**src/rtl/ula_pkg.sv**
```systemverilog
// Shared opcodes, FSM encoding and counter sizing for the sequential ALU and its BCD converter.
package ula_pkg;

  typedef enum logic [2:0] {
    OP_ADD = 3'b000,
    OP_SUB = 3'b001,
    OP_AND = 3'b010,
    OP_OR  = 3'b011,
    OP_XOR = 3'b100,
    OP_MUL = 3'b101,
    OP_DIV = 3'b110,
    OP_INV = 3'b111
  } op_e;

  typedef enum logic [1:0] {
    S_IDLE = 2'd0,
    S_EXEC = 2'd1,
    S_CONV = 2'd2,
    S_DONE = 2'd3
  } state_e;

  function automatic int cnt_w(input int n);
    return $clog2(n + 1);
  endfunction

  function automatic logic is_iter(input op_e op);
    return (op == OP_MUL) || (op == OP_DIV);
  endfunction

endpackage

```
**src/rtl/ula_seq_nbits_if.sv**
```systemverilog
// Request/result bundle of the sequential ALU; master issues operations, slave is the ALU.
interface ula_seq_nbits_if #(
  parameter int WIDTH  = 8,
  parameter int DIGITS = 5
);
  logic                  start;
  logic [WIDTH-1:0]      A_in;
  logic [WIDTH-1:0]      B_in;
  logic                  Cin;
  logic [2:0]            OP_sel;
  logic                  busy;
  logic                  done;
  logic [2*WIDTH-1:0]    Result_out;
  logic                  Cout;
  logic                  OV;
  logic                  Z;
  logic                  ERR;
  logic                  NEG;
  logic [4*DIGITS-1:0]   BCD_out;

  modport master (
    output start, A_in, B_in, Cin, OP_sel,
    input  busy, done, Result_out, Cout, OV, Z, ERR, NEG, BCD_out
  );

  modport slave (
    input  start, A_in, B_in, Cin, OP_sel,
    output busy, done, Result_out, Cout, OV, Z, ERR, NEG, BCD_out
  );
endinterface

```
**src/rtl/bcd_dabble_seq.sv**
```systemverilog
// Sequential double-dabble: one load cycle then NBITS shift cycles; o_done flags the final shift,
// with o_bcd carrying the finished value in that same cycle. i_start is ignored while busy.
module bcd_dabble_seq
  import ula_pkg::*;
#(
  parameter int NBITS  = 16,
  parameter int DIGITS = 5
) (
  input  logic                clk,
  input  logic                rst_n,
  input  logic                i_start,
  input  logic [NBITS-1:0]    i_bin,
  output logic                o_busy,
  output logic                o_done,
  output logic [4*DIGITS-1:0] o_bcd
);
  localparam int CW = cnt_w(NBITS);

  logic                r_run;
  logic [CW-1:0]       r_cnt;
  logic [NBITS-1:0]    r_bin;
  logic [4*DIGITS-1:0] r_bcd;
  logic [4*DIGITS-1:0] w_adj;
  logic [4*DIGITS-1:0] w_bcd_nxt;

  always_comb begin
    w_adj = r_bcd;
    for (int d = 0; d < DIGITS; d++) begin
      if (r_bcd[4*d +: 4] >= 4'd5) w_adj[4*d +: 4] = r_bcd[4*d +: 4] + 4'd3;
    end
    w_bcd_nxt = {w_adj[4*DIGITS-2:0], r_bin[NBITS-1]};
  end

  always_ff @(posedge clk or negedge rst_n) begin
    if (!rst_n) begin
      r_run <= 1'b0;
      r_cnt <= '0;
      r_bin <= '0;
      r_bcd <= '0;
    end else if (!r_run) begin
      if (i_start) begin
        r_run <= 1'b1;
        r_cnt <= CW'(NBITS);
        r_bin <= i_bin;
        r_bcd <= '0;
      end
    end else begin
      r_bcd <= w_bcd_nxt;
      r_bin <= {r_bin[NBITS-2:0], 1'b0};
      r_cnt <= r_cnt - 1'b1;
      if (r_cnt == CW'(1)) r_run <= 1'b0;
    end
  end

  assign o_busy = r_run;
  assign o_done = r_run && (r_cnt == CW'(1));
  assign o_bcd  = w_bcd_nxt;

endmodule

```
**src/rtl/ula_seq_nbits.sv**
```systemverilog
// Sequential ALU: done 1+E+2*WIDTH cycles after accept (E=1, or WIDTH for mul/div), then BCD of result.
// No backpressure: start is taken only in IDLE, anything arriving while busy or in DONE is dropped.
module ula_seq_nbits
  import ula_pkg::*;
#(
  parameter int WIDTH  = 8,
  parameter int DIGITS = 5
) (
  input logic            clk,
  input logic            rst_n,
  ula_seq_nbits_if.slave bus
);
  localparam int CW = cnt_w(WIDTH);
  localparam int RW = 2 * WIDTH;

  state_e              r_state, w_state_nxt;
  op_e                 r_op;
  logic [WIDTH-1:0]    r_a, r_b, r_hi, r_lo;
  logic                r_cin, r_c;
  logic [CW-1:0]       r_cnt;
  logic [RW-1:0]       r_res;
  logic                r_cout, r_ov, r_z, r_err, r_neg;
  logic [4*DIGITS-1:0] r_bcd;

  logic                w_accept, w_cv_start, w_cv_busy, w_cv_done, w_div_ge;
  logic [WIDTH:0]      w_alu, w_mul_sum, w_div_sh, w_div_sub;
  logic [WIDTH-1:0]    w_mag;
  logic [RW-1:0]       w_res, w_disp;
  logic                w_cout, w_ov, w_neg, w_err;
  logic [4*DIGITS-1:0] w_cv_bcd;

  always_ff @(posedge clk or negedge rst_n) begin
    if (!rst_n) r_state <= S_IDLE;
    else        r_state <= w_state_nxt;
  end

  always_comb begin
    w_state_nxt = r_state;
    w_accept    = 1'b0;
    case (r_state)
      S_IDLE: if (bus.start) begin
        w_state_nxt = S_EXEC;
        w_accept    = 1'b1;
      end
      S_EXEC:  if (r_cnt == '0) w_state_nxt = S_CONV;
      S_CONV:  if (w_cv_done)   w_state_nxt = S_DONE;
      S_DONE:  w_state_nxt = S_IDLE;
      default: w_state_nxt = S_IDLE;
    endcase
  end

  always_comb begin
    w_alu = '0;
    case (r_op)
      OP_ADD:  w_alu = {1'b0, r_a} + {1'b0, r_b} + {{WIDTH{1'b0}}, r_cin};
      OP_SUB:  w_alu = {1'b0, r_a} - {1'b0, r_b} - {{WIDTH{1'b0}}, r_cin};
      OP_AND:  w_alu = {1'b0, r_a & r_b};
      OP_OR:   w_alu = {1'b0, r_a | r_b};
      OP_XOR:  w_alu = {1'b0, r_a ^ r_b};
      default: w_alu = '0;
    endcase
  end

  // r_hi/r_lo double as {accumulator, multiplier} for mul and {remainder, dividend/quotient} for div.
  assign w_mul_sum = {1'b0, r_hi} + (r_lo[0] ? {1'b0, r_a} : '0);
  assign w_div_sh  = {r_hi, r_lo[WIDTH-1]};
  assign w_div_ge  = w_div_sh >= {1'b0, r_b};
  assign w_div_sub = w_div_sh - {1'b0, r_b};

  always_ff @(posedge clk or negedge rst_n) begin
    if (!rst_n) begin
      r_a   <= '0;
      r_b   <= '0;
      r_cin <= 1'b0;
      r_op  <= OP_ADD;
      r_cnt <= '0;
      r_hi  <= '0;
      r_lo  <= '0;
      r_c   <= 1'b0;
    end else if (w_accept) begin
      r_a   <= bus.A_in;
      r_b   <= bus.B_in;
      r_cin <= bus.Cin;
      r_op  <= op_e'(bus.OP_sel);
      r_cnt <= is_iter(op_e'(bus.OP_sel)) ? CW'(WIDTH - 1) : '0;
      r_hi  <= '0;
      r_lo  <= (op_e'(bus.OP_sel) == OP_DIV) ? bus.A_in : bus.B_in;
      r_c   <= 1'b0;
    end else if (r_state == S_EXEC) begin
      if (r_cnt != '0) r_cnt <= r_cnt - 1'b1;
      case (r_op)
        OP_MUL: begin
          r_hi <= w_mul_sum[WIDTH:1];
          r_lo <= {w_mul_sum[0], r_lo[WIDTH-1:1]};
        end
        OP_DIV: begin
          r_hi <= w_div_ge ? w_div_sub[WIDTH-1:0] : w_div_sh[WIDTH-1:0];
          r_lo <= {r_lo[WIDTH-2:0], w_div_ge};
        end
        default: begin
          r_c  <= w_alu[WIDTH];
          r_lo <= w_alu[WIDTH-1:0];
        end
      endcase
    end
  end

  always_comb begin
    w_res  = '0;
    w_cout = 1'b0;
    w_ov   = 1'b0;
    w_neg  = 1'b0;
    w_err  = 1'b0;
    w_mag  = '0 - r_lo;
    case (r_op)
      OP_ADD: begin
        w_res  = {{WIDTH{1'b0}}, r_lo};
        w_cout = r_c;
        w_ov   = (r_a[WIDTH-1] == r_b[WIDTH-1]) && (r_lo[WIDTH-1] != r_a[WIDTH-1]);
      end
      OP_SUB: begin
        w_res  = {{WIDTH{1'b0}}, r_lo};
        w_cout = r_c;
        w_ov   = (r_a[WIDTH-1] != r_b[WIDTH-1]) && (r_lo[WIDTH-1] != r_a[WIDTH-1]);
        w_neg  = r_lo[WIDTH-1];
      end
      OP_AND, OP_OR, OP_XOR: w_res = {{WIDTH{1'b0}}, r_lo};
      OP_MUL: w_res = {r_hi, r_lo};
      OP_DIV: begin
        if (r_b == '0) w_err = 1'b1;
        else           w_res = {r_hi, r_lo};
      end
      default: w_err = 1'b1;
    endcase
    if (w_neg)                w_disp = {{WIDTH{1'b0}}, w_mag};
    else if (r_op == OP_DIV)  w_disp = {{WIDTH{1'b0}}, w_res[WIDTH-1:0]};
    else                      w_disp = w_res;
  end

  assign w_cv_start = (r_state == S_CONV) && !w_cv_busy;

  bcd_dabble_seq #(
    .NBITS  (RW),
    .DIGITS (DIGITS)
  ) u_bcd (
    .clk     (clk),
    .rst_n   (rst_n),
    .i_start (w_cv_start),
    .i_bin   (w_disp),
    .o_busy  (w_cv_busy),
    .o_done  (w_cv_done),
    .o_bcd   (w_cv_bcd)
  );

  always_ff @(posedge clk or negedge rst_n) begin
    if (!rst_n) begin
      r_res  <= '0;
      r_cout <= 1'b0;
      r_ov   <= 1'b0;
      r_z    <= 1'b0;
      r_err  <= 1'b0;
      r_neg  <= 1'b0;
      r_bcd  <= '0;
    end else if ((r_state == S_CONV) && w_cv_done) begin
      r_res  <= w_res;
      r_cout <= w_cout;
      r_ov   <= w_ov;
      r_z    <= (w_res == '0);
      r_err  <= w_err;
      r_neg  <= w_neg;
      r_bcd  <= w_cv_bcd;
    end
  end

  assign bus.busy       = (r_state == S_EXEC) || (r_state == S_CONV);
  assign bus.done       = (r_state == S_DONE);
  assign bus.Result_out = r_res;
  assign bus.Cout       = r_cout;
  assign bus.OV         = r_ov;
  assign bus.Z          = r_z;
  assign bus.ERR        = r_err;
  assign bus.NEG        = r_neg;
  assign bus.BCD_out    = r_bcd;

endmodule

```
**src/flat_wrapper.sv**
```systemverilog
// flat-port wrapper written by rule: the top's interface ports become plain ports
module ula_seq_nbits_flat import ula_pkg::*;
#(
  parameter int WIDTH  = 8,
  parameter int DIGITS = 5
)
  (clk, rst_n, bus_start, bus_A_in, bus_B_in, bus_Cin, bus_OP_sel, bus_busy, bus_done, bus_Result_out, bus_Cout, bus_OV, bus_Z, bus_ERR, bus_NEG, bus_BCD_out);
  ula_seq_nbits_if #(.WIDTH(WIDTH), .DIGITS(DIGITS)) bus_i ();
  input logic clk;
  input logic rst_n;
  input wire logic [$bits(bus_i.start)-1:0] bus_start;
  input wire logic [$bits(bus_i.A_in)-1:0] bus_A_in;
  input wire logic [$bits(bus_i.B_in)-1:0] bus_B_in;
  input wire logic [$bits(bus_i.Cin)-1:0] bus_Cin;
  input wire logic [$bits(bus_i.OP_sel)-1:0] bus_OP_sel;
  output wire logic [$bits(bus_i.busy)-1:0] bus_busy;
  output wire logic [$bits(bus_i.done)-1:0] bus_done;
  output wire logic [$bits(bus_i.Result_out)-1:0] bus_Result_out;
  output wire logic [$bits(bus_i.Cout)-1:0] bus_Cout;
  output wire logic [$bits(bus_i.OV)-1:0] bus_OV;
  output wire logic [$bits(bus_i.Z)-1:0] bus_Z;
  output wire logic [$bits(bus_i.ERR)-1:0] bus_ERR;
  output wire logic [$bits(bus_i.NEG)-1:0] bus_NEG;
  output wire logic [$bits(bus_i.BCD_out)-1:0] bus_BCD_out;
  assign bus_i.start = bus_start;
  assign bus_i.A_in = bus_A_in;
  assign bus_i.B_in = bus_B_in;
  assign bus_i.Cin = bus_Cin;
  assign bus_i.OP_sel = bus_OP_sel;
  assign bus_busy = bus_i.busy;
  assign bus_done = bus_i.done;
  assign bus_Result_out = bus_i.Result_out;
  assign bus_Cout = bus_i.Cout;
  assign bus_OV = bus_i.OV;
  assign bus_Z = bus_i.Z;
  assign bus_ERR = bus_i.ERR;
  assign bus_NEG = bus_i.NEG;
  assign bus_BCD_out = bus_i.BCD_out;
  ula_seq_nbits #(.WIDTH(WIDTH), .DIGITS(DIGITS)) u_core (.clk(clk), .rst_n(rst_n), .bus(bus_i));
endmodule
```
**config.mk**
```make
export PLATFORM = sky130hd
export DESIGN_NAME = ula_seq_nbits_flat
export DESIGN_NICKNAME = d
export VERILOG_FILES = /design/src/rtl/ula_pkg.sv /design/src/rtl/ula_seq_nbits_if.sv /design/src/rtl/bcd_dabble_seq.sv /design/src/rtl/ula_seq_nbits.sv /design/src/flat_wrapper.sv
export SDC_FILE = /design/constraint.sdc
export NUM_CORES = 1
export LEC_CHECK = 0
export ABC_AREA = 1
export BUFFER_PORTS_ARGS = -buffer_cell sky130_fd_sc_hd__buf_2
export CAP_MARGIN = 10
export CORE_ASPECT_RATIO = 0.75
export CORE_MARGIN = 3
export CORE_UTILIZATION = 50
export DETAILED_ROUTE_END_ITERATION = 12
export GPL_TIMING_DRIVEN = 0
export PLACE_DENSITY = 0.77
export SYNTH_ARGS = -nofsm -noshare
export SYNTH_HDL_FRONTEND = slang
export SYNTH_SLANG_ARGS = --single-unit
```
**constraint.sdc**
```tcl
create_clock -name clk -period 3.6 [get_ports clk]
set_input_delay 0.18 -clock clk [delete_from_list [all_inputs] [get_ports clk]]
set_output_delay 0.18 -clock clk [all_outputs]
set_load 0.1 [all_outputs]
```
==> results.py, run 1 <==
metrics = {
    "clock_network": {
        "cts_inserted_buffers": 17,
        "clock_latency_ns": 0.42,
        "clk_pin_slew_ns": 0.06,
        "clock-sinks": 126,
        "cts_tree": "built",
        "h-tree-depth": 4,
        "cts.path.max_buffers": 2,
        "cts_setup_buffers": 0,
        "cts_root_buffer": "clkbuf_16",
    },
    "yosys": {
        "syn_inst": 1106,
        "yosys_warnings": 0,
        "syn_area_per_cell_um2": 7.54,
        "yosys_register_bits": 126,
        "netlist_top_cells_area": "dfrtp_1, nand2_1, ha_1",
        "synth_flop_cell": "dfrtp_1",
        "synth_cell_type_count": 48,
        "syn-cell-area_um2": 8340,
        "synth_enable_flop_cells": 0,
        "yosysTopAreaCellShare_pct": 37.8,
        "synth.most_common_cell": "nand2_1",
        "synth_nets": 1200,
        "synth_area_leader_cell": "dfrtp_1",
        "synth_commonest_cells": "nand2_1, inv_1, dfrtp_1",
        "async_flop_share_pct": 100,
        "synth-seq-area-share_pct": 37.8,
    },
    "sta": {
        "fmax_ghz": 0.396,
        "slew_headroom_pct": 53.2,
        "drv_slew": 0,
        "rsz0062_at_grt": "no",
        "layout_min_cycle_time_ns": 2.52,
        "finalClockSkew_ns": 0.00704,
        "hold_viol_final": 0,
        "finalSetupTns_ns": 0,
        "hold_slack_ns": 0.0123,
        "post-route-period-util_pct": 70.1,
        "tightestPinTransition_ns": 0.699,
        "setup_violations": 0,
    },
    "floorplanning": {
        "rows": 40,
        "die_w_um": 155,
        "pin_count": 66,
        "core_area_um2": 16200,
        "die-area_um2": 18300,
        "fp.dieH_um": 118,
        "start_util_pct": 51.6,
    },
    "critical_path": {
        "r2r_start": "u_core.r_lo[0]",
        "arrival_ns": 2.83,
        "crit_required_ns": 3.91,
        "crit_top_cell": "nand2_1",
        "crit_path_end_kind": "flip-flop",
        "critPathMaxFanout": 10,
        "crit_path_cell_trace": "clkbuf_1 -> nand2_1 -> inv_1 -> ha_1 -> fa_1 -> nand2_1 -> inv_1 -> o21ai_0 -> nand2_1 -> nand4_1 -> nand4_1 -> nand2_1 -> inv_1 -> nand2_1 -> nand2_1",
        "cp-start-kind": "flip-flop",
        "rrSetupSlack_ns": 1.08,
        "cp_num_buf_inv": 4,
        "crit_slowest_cell": "fa_1",
        "worstSetupPathType": "reg2reg",
        "crit_family": "simple AND/OR/NAND/NOR gates",
        "timing.critical_path.from": "u_core.r_lo[0]",
        "slowest_delay_ns": 0.43,
    },
    "route": {
        "top_layer_used": "met4",
        "ant_nets": 0,
        "drt-initial-drc-count": 857,
        "drt_pass1_iterations": 6,
        "met1Wirelength_um": 11400,
        "num_vias": 8096,
        "drc": 0,
        "avgRoutedWirePerCell_um": 17.2,
        "viasPerCell": 5.71,
        "met3_wirelength_um": 2180,
        "totalWireLength_um": 24400,
        "wl_met2_um": 10400,
    },
    "grt": {
        "grt_max_degree": 86,
        "overflow": 0,
        "grt_usage_pct": 27.0,
        "grt_pass1_vias": 7449,
        "antenna_found_initial": 0,
        "grt_first_pass_wirelength_um": 39300,
    },
    "finish": {
        "drive_gt1_share_pct": 10.8,
        "syn_to_final_growth_pct": 14.8,
        "fin_nets": 1289,
        "post-route-util_pct": 59.3,
        "final_cells": 1417,
        "diodes": 0,
    },
    "placed_design": {
        "dp.cells": 1382,
        "io_buffers": 65,
        "gp_congestion": 1.00,
        "hpwl_um": 18100,
    },
    "run": {
        "cap_violations": 0,
    },
    "hold_path": {
        "hp-class": "in2reg",
        "min_from": "bus_A_in[2]",
    },
    "status": {
        "status": "completed",
    },
}
## sequential cells by signal, summed over array words and instances, names as in the netlist, 2 cells and up
register               cells
u_core.r_state             2
u_core.r_op                3
u_core.u_bcd.r_bcd        20
u_core.r_b                 8
u_core.bus.Result_out     16
u_core.r_cnt               4
u_core.u_bcd.r_cnt         5
u_core.r_a                 8
u_core.u_bcd.r_bin        16
u_core.r_lo                8
u_core.bus.BCD_out        20
u_core.r_hi                8
## layer usage
metal | track usage [%] | up-vias
met5 | 0 | -
met4 | 7.28 | 0
met3 | 6.65 | 57
met2 | 38.0 | 370
met1 | 41.2 | 3837
li1 | - | 3832
## final cells by class
| type | count | area, um^2 |
|---|---|---|
| Timing Repair Buffer | 70 | 399 |
| Inverter | 152 | 573 |
| Multi-Input combinational cell | 795 | 4460 |
| Clock inverter | 11 | 118 |
| Sequential cell | 126 | 3150 |
| Buffer | 33 | 155 |
| Clock buffer | 20 | 457 |
| Tap cell | 210 | 263 |
| Fill cell | 1472 | 6590 |
## per-stage QoR
stage                     area [um^2]  worst slack, ns
after CTS                        9580             1.11
final                            9580             1.08
after global placement           8930            0.697
after floorplan                  8340             1.56
after detailed placement         8960             1.13
after global routing             9580            0.834
## timing repair
item	CTS	global route
hold buffers	4	0
hold endpoints to repair	44	0
gates resized for setup	0	0
## cell families (layout without fill, tap and decap cells)
logic type / after synthesis / count (layout) / synth area share (%)
AOI/OAI and AO/OA: 234 / 234 / 16.0
and+or+nand+nor: 468 / 468 / 24.0
buffers and inverters: 185 / 286 / 8.73
muxes: 1 / 1 / 0.135
adders and majority gates: 71 / 71 / 11.2
xor gates and xnor gates: 21 / 21 / 2.20
DFF: 126 / 126 / 37.8
## worst reg2reg max path, stage by stage, from the launching register on
cell and delay [ns]:
dfrtp_1 0.38, clkbuf_1 0.29, nand2_1 0.13, inv_1 0.05, ha_1 0.24, fa_1 0.43
nand2_1 0.08, inv_1 0.04, o21ai_0 0.21, nand2_1 0.11, nand4_1 0.10, nand4_1 0.09
nand2_1 0.11, inv_1 0.05, nand2_1 0.06, nand2_1 0.04
## layout by cell type, fill, tap and decap left out, types with 3 or more instances in the layout
cell and n:
a21oi_1 50, a22oi_1 11, a31oi_1 3, buf_1 3, buf_2 71, buf_6 3, clkbuf_1 20, clkbuf_16 17
clkinv_2 5, dfrtp_1 126, dlygate4sd3_1 4, fa_1 6, ha_1 65, inv_1 147, inv_2 4, nand2_1 292
nand2_2 3, nand3_1 61, nand4_1 22, nor2_1 63, nor3_1 7, o211ai_1 18, o21ai_0 102, o21ai_1 13
o221ai_1 8, o22ai_1 18, or2_2 5, xnor2_1 4, xor2_1 17
## final timing paths
path / depth (start not counted) / end
setup / recovery: 15 / u_core.r_hi[7]
hold / removal: 3 / u_core.r_a[2]
setup reg to reg: 15 / u_core.r_hi[7]
hold reg to reg: 1 / u_core.r_cnt[3]
max in group asynchronous: 3 / u_core.bus.BCD_out[13]
min in group asynchronous: 2 / u_core.bus.BCD_out[5]
Power of run 1 is not shown: default switching activity piles up to over one toggle a cycle in this logic, so the estimate is an artifact.
==> run 2, diff against run 1 <==
Settings changed: PLACE_DENSITY 0.77 to 0.8.
Clock period 3.6 ns to 2.1 ns, I/O delays scaled along.
==> run 2 against run 1 <==
  * Flip-flop and latch count unchanged
  * Cell count up 2.3%
  * The flow now finishes with violations (setup timing)
  * Routed wire length is 6.3% higher
  * Critical endpoint is now u_core.r_lo[0]
  * Via count up 4.9%
==> results.py, run 2 (synthesis gave the netlist of run 1 again) <==
metrics = {
    "hold_path": {
        "hp-class": "in2reg",
        "whs_endpoint": "u_core.r_a[0]",
        "hold_depth": 3,
        "min_from": "bus_A_in[0]",
    },
    "finish": {
        "syn_to_final_growth_pct": 25.1,
        "multiInputGateArea_um2": 4930,
        "post-route-util_pct": 64.6,
        "drive_gt1_share_pct": 19.9,
        "final_cell_mix": "nand2_1, inv_1, dfrtp_1, o21ai_0, buf_2",
        "diodes": 0,
        "fin_nets": 1321,
        "fill_cells": 1311,
        "final-seq-area_um2": 3170,
        "final_common_cell": "nand2_1",
        "final_cells": 1450,
    },
    "route": {
        "num_vias": 8496,
        "totalWireLength_um": 26000,
        "drt_pass1_iterations": 7,
        "ant_nets": 0,
        "viasPerCell": 5.86,
        "avgRoutedWirePerCell_um": 17.9,
        "drt-initial-drc-count": 1215,
        "drc": 0,
    },
    "placed_design": {
        "pre_cts_ws_ns": -0.363,
        "io_buffers": 65,
        "dp.cells": 1382,
        "gp_congestion": 0.998,
        "hpwl_um": 18200,
    },
    "floorplanning": {
        "fp.dieH_um": 118,
        "core_area_um2": 16200,
        "die_w_um": 155,
        "die-area_um2": 18300,
        "rows": 40,
        "pin_count": 66,
        "start_util_pct": 51.6,
    },
    "critical_path": {
        "crit_top_cell": "nand2_1",
        "slowest_delay_ns": 0.59,
        "rrSetupSlack_ns": -0.12,
        "crit_required_ns": 2.41,
        "worstSetupPathType": "reg2reg",
        "cp-start-kind": "flip-flop",
        "r2r-end": "u_core.r_lo[0]",
        "critPathMaxFanout": 3,
        "arrival_ns": 2.53,
        "cp_num_buf_inv": 1,
        "crit_path_cell_trace": "fa_2 -> buf_6 -> ha_4 -> xor2_1 -> a21oi_1 -> nand2_1 -> nor3_2 -> nand2_1 -> nand2_1 -> a21oi_2",
        "crit_path_end_kind": "flip-flop",
        "reg2reg_depth": 10,
        "r2r_start": "u_core.r_b[0]",
        "crit_family": "adder cells",
        "crit_slowest_cell": "fa_2",
    },
    "sta": {
        "fmax_ghz": 0.451,
        "slew_headroom_pct": 60.5,
        "finalClockSkew_ns": 0.00776,
        "worst_slack_ns": -0.119,
        "drv_slew": 0,
        "hold_viol_final": 0,
        "setup_violations": 14,
        "tightestPinTransition_ns": 0.590,
        "hold_slack_ns": 0.0131,
        "post-route-period-util_pct": 106,
        "rsz0062_at_grt": "yes",
        "layout_min_cycle_time_ns": 2.22,
    },
    "run": {
        "cap_violations": 0,
    },
    "grt": {
        "overflow": 0,
        "grt_usage_pct": 27.1,
        "antenna_found_initial": 0,
        "grt_first_pass_wirelength_um": 39800,
        "grt_max_degree": 76,
        "grt_pass1_vias": 7843,
    },
    "clock_network": {
        "cts_tree": "built",
        "cts.path.max_buffers": 2,
        "cts_inserted_buffers": 17,
        "h-tree-depth": 4,
        "clock-sinks": 126,
        "clock_latency_ns": 0.43,
        "cts_root_buffer": "clkbuf_16",
        "clk_pin_slew_ns": 0.06,
    },
    "status": {
        "status": "complete, but fails checks",
        "violations": "setup timing",
    },
}
-- run 2: layout make-up --
type                       instances  share of cell area (%)
multi-input combinational        796                    47.3
sequential                       126                    30.4
timing repair buffer             102                    6.62
inverter                         152                    5.59
clock buffer                      19                    4.24
tap                              210                    2.52
clock inverter                    13                    1.80
buffer                            32                    1.63
-- run 2: metrics by stage --
step	cell area [um^2]	setup TNS, ns
final	10400	-0.782
after global routing	10400	-1.74
after CTS	10000	-0.428
after detailed placement	8960	-4.25
after global placement	8930	-89.43
after floorplan	8340	0
-- run 2: per-layer routing --
layer / global-route usage (%) / routed length (um) / vias to the layer above
met5: 0 / 0 / -
met4: 8.71 / 685 / 0
met3: 6.87 / 3030 / 90
met2: 38.8 / 11200 / 518
met1: 40.3 / 11000 / 3985
li1: - / - / 3903
-- run 2: how the worst max path moves through the flow --
stage / from / endpoint / slack, ns / depth (start not counted)
after CTS: u_core.r_hi[2] / u_core.r_hi[2] / -0.09 / 14
after global routing: u_core.r_b[0] / u_core.r_lo[7] / -0.18 / 13
after detailed placement: u_core.r_lo[0] / u_core.r_hi[7] / -0.36 / 15
final: u_core.r_b[0] / u_core.r_lo[0] / -0.12 / 10
after floorplan: u_core.r_lo[0] / u_core.r_hi[7] / 0.06 / 15
after global placement: rst_n / u_core.r_hi[1] / -0.70 / 1
-- run 2: worst min-delay path: stages --
cell,delay [ns]
buf_2,0.07
inv_1,0.06
o21ai_0,0.16
-- run 2: what timing repair did --
action / in CTS / in global routing
hold buffers: 18 / 0
buffers inserted: 6 / 12
cloned: 0 / 1
pin swaps: 5 / 24
endpoints found under the setup margin: 28 / 41
hold endpoints to repair: 68 / 0
gates resized for setup: 43 / 95
Power of run 2 is left out for the same reason.
==> run 3, diff against run 2 <==
Settings changed: ABC_AREA 1 to default.
==> run 3 against run 2 <==
  * The run still ends with setup timing left
  * Critical endpoint is now u_core.r_lo[7]
  * Via count decreased by 9.2%
  * Core utilization increased by 0.85 points
  * Sequential share of layout area increased by 0.65 points
  * Clock skew increased by 0.0018 ns
  * Cell count decreased by 11%
  * Worst hold slack improved by 0.14 ns
  * Register-to-register slack got worse by 0.12 ns
  * Routed wire length decreased by 5.2%
  * Die area decreased by 1.8%
  * First-iteration DRC count decreased by 28%
  * Flip-flop and latch count unchanged
==> results.py, run 3 <==
metrics = {
    "yosys": {
        "async_flop_share_pct": 100,
        "synthSimpleGateAreaFrac_pct": 18.4,
        "syn_inst": 938,
        "synth_compound_area_share_pct": 19.1,
        "synth_enable_flop_cells": 0,
        "syn-cell-area_um2": 8190,
        "synth_cell_type_count": 68,
        "netlist_top_cells_area": "dfrtp_1, ha_1, nand2_1",
        "synth-seq-area-share_pct": 38.5,
        "synth_area_leader_cell": "dfrtp_1",
        "synthMuxAreaShare_pct": 4.03,
        "yosys_register_bits": 126,
        "yosysTopAreaCellShare_pct": 38.5,
        "syn_area_per_cell_um2": 8.73,
        "synth.most_common_cell": "nand2_1",
        "yosys_warnings": 0,
        "synth_fa_ha_area_share_pct": 11.4,
        "synth_commonest_cells": "nand2_1, dfrtp_1, o21ai_0",
        "synth_nets": 1032,
        "synth_xor_area_share_pct": 3.21,
        "synth_top_family_by_area": "compound AO/OA/AOI/OAI gates",
        "synth_flop_cell": "dfrtp_1",
    },
    "sta": {
        "post-route-period-util_pct": 112,
        "drv_slew": 0,
        "rsz0062_at_grt": "yes",
        "fmax_ghz": 0.427,
        "finalClockSkew_ns": 0.00953,
        "setup_violations": 16,
        "layout_min_cycle_time_ns": 2.34,
        "hold_viol_final": 0,
        "slew_headroom_pct": 38.0,
        "tightestPinTransition_ns": 0.923,
        "worst_slack_ns": -0.244,
        "hold_slack_ns": 0.149,
    },
    "route": {
        "viasPerCell": 5.98,
        "totalWireLength_um": 24600,
        "drt-initial-drc-count": 874,
        "num_vias": 7717,
        "drc": 0,
        "avgRoutedWirePerCell_um": 19.1,
        "ant_nets": 0,
        "drt_pass1_iterations": 5,
    },
    "floorplanning": {
        "core_area_um2": 15600,
        "pin_count": 66,
        "start_util_pct": 52.4,
        "die-area_um2": 18000,
        "die_w_um": 154,
        "fp.dieH_um": 117,
        "rows": 39,
    },
    "critical_path": {
        "crit_required_ns": 2.40,
        "critPathMaxFanout": 6,
        "cp-start-kind": "flip-flop",
        "crit_path_end_kind": "flip-flop",
        "worstSetupPathType": "reg2reg",
        "rrSetupSlack_ns": -0.24,
        "arrival_ns": 2.64,
    },
    "clock_network": {
        "cts_tree": "built",
        "clock-sinks": 126,
        "clk_pin_slew_ns": 0.06,
        "cts_inserted_buffers": 17,
        "cts.path.max_buffers": 2,
        "cts_root_buffer": "clkbuf_16",
        "h-tree-depth": 4,
        "clock_latency_ns": 0.43,
    },
    "finish": {
        "final_cell_mix": "nand2_1, dfrtp_1, buf_2, o21ai_0, nor2_1",
        "diodes": 0,
        "fill_cells": 1215,
        "fin_area_um2": 10200,
        "drive_gt1_share_pct": 24.5,
        "syn_to_final_growth_pct": 24.8,
        "fin_nets": 1167,
        "final_common_cell": "nand2_1",
        "final_cells": 1291,
    },
    "grt": {
        "grt_max_degree": 90,
        "overflow": 0,
        "antenna_found_initial": 0,
        "grt_usage_pct": 27.2,
        "grt_first_pass_wirelength_um": 38600,
        "grt_pass1_vias": 7213,
    },
    "placed_design": {
        "dp.cells": 1209,
        "pre_cts_ws_ns": -0.533,
        "gp_congestion": 0.923,
        "hpwl_um": 16900,
        "io_buffers": 65,
        "place_area_um2": 8870,
    },
    "run": {
        "cap_violations": 0,
    },
    "status": {
        "violations": "setup timing",
        "status": "complete, but fails checks",
    },
    "hold_path": {
        "hp-class": "in2async",
    },
}
run 3: changes by cell type after synthesis, sizes merged, moves of 12 or more:
| cell | before | now |
|---|---|---|
| nand2 | 295 | 167 |
| clkbuf | 19 | 34 |
| nand3 | 65 | 24 |
| nand4 | 22 | 5 |
| o21ai | 115 | 78 |
| mux2i | 0 | 24 |
| o211ai | 18 | 6 |
| xnor2 | 4 | 21 |
| inv | 152 | 55 |
run 3: routing by layer:
layer	vias to the layer above	track usage [%]	part of all wire (%)	wire, um
met5	-	0	0	0
met4	0	6.29	1.5	357
met3	45	8.56	11	2670
met2	423	39.3	43	10700
met1	3692	40.1	44	10900
li1	3557	-	-	-
run 3: logic make-up after synthesis:
logic type	after synthesis
AND/OR/NAND/NOR	330
buffers and inverters	109
multiplexers	31
adder cells (fa/ha/maj)	71
XOR/XNOR	30
AO/OA/AOI/OAI	241
flip-flops	126
run 3: what timing repair did:
action                     4_1_cts  5_1_grt
pin swaps                       26       16
gates resized for setup         68       56
hold endpoints to repair        57        0
setup buffers                   16       16
hold buffers                    21        0
setup endpoints to repair       71      101
run 3: path summary, 6_finish.rpt:
check | start | endpoint | cells past startpoint
worst max register to register | u_core.r_b[3] | u_core.r_lo[7] | 9
worst max-delay path | u_core.r_b[3] | u_core.r_lo[7] | 9
min in group clk | bus_start | u_core.r_state[0] | 4
worst min-delay path | rst_n | u_core.bus.BCD_out[15] | 2
worst min register to register | u_core.bus.Result_out[12] | u_core.bus.Result_out[12] | 2
max in group asynchronous | rst_n | u_core.r_a[1] | 3
run 3: critical path: stages, from the launching register on:
cell and delay (ns):
dfrtp_1 0.43, inv_2 0.11, ha_4 0.31, ha_1 0.28
nor2_1 0.13, a311oi_4 0.36, a21oi_2 0.13, mux2i_1 0.15
a2111oi_2 0.26, a211oi_2 0.06
run 3: stage by stage:
step / TNS [ns] / utilization [%]
2_1_floorplan: -0.243 / -
3_3_place_gp: -104.41 / 56.6
3_5_place_dp: -11.02 / 56.8
4_1_cts: -1.65 / 63.5
5_1_grt: -3.69 / 65.4
6_report: -2.46 / 65.4
run 3: area by class of cell:
type                       count  area, um^2  area share (%)
timing repair buffer         119         838            8.21
sequential                   126        3170            31.0
buffer                        51         246            2.41
clock buffer                  18         429            4.20
clock inverter                14        96.3           0.943
tap                          205         256            2.51
multi-input combinational    703        4960            48.6
inverter                      55         221            2.17
Power of run 3 is left out for the same reason.
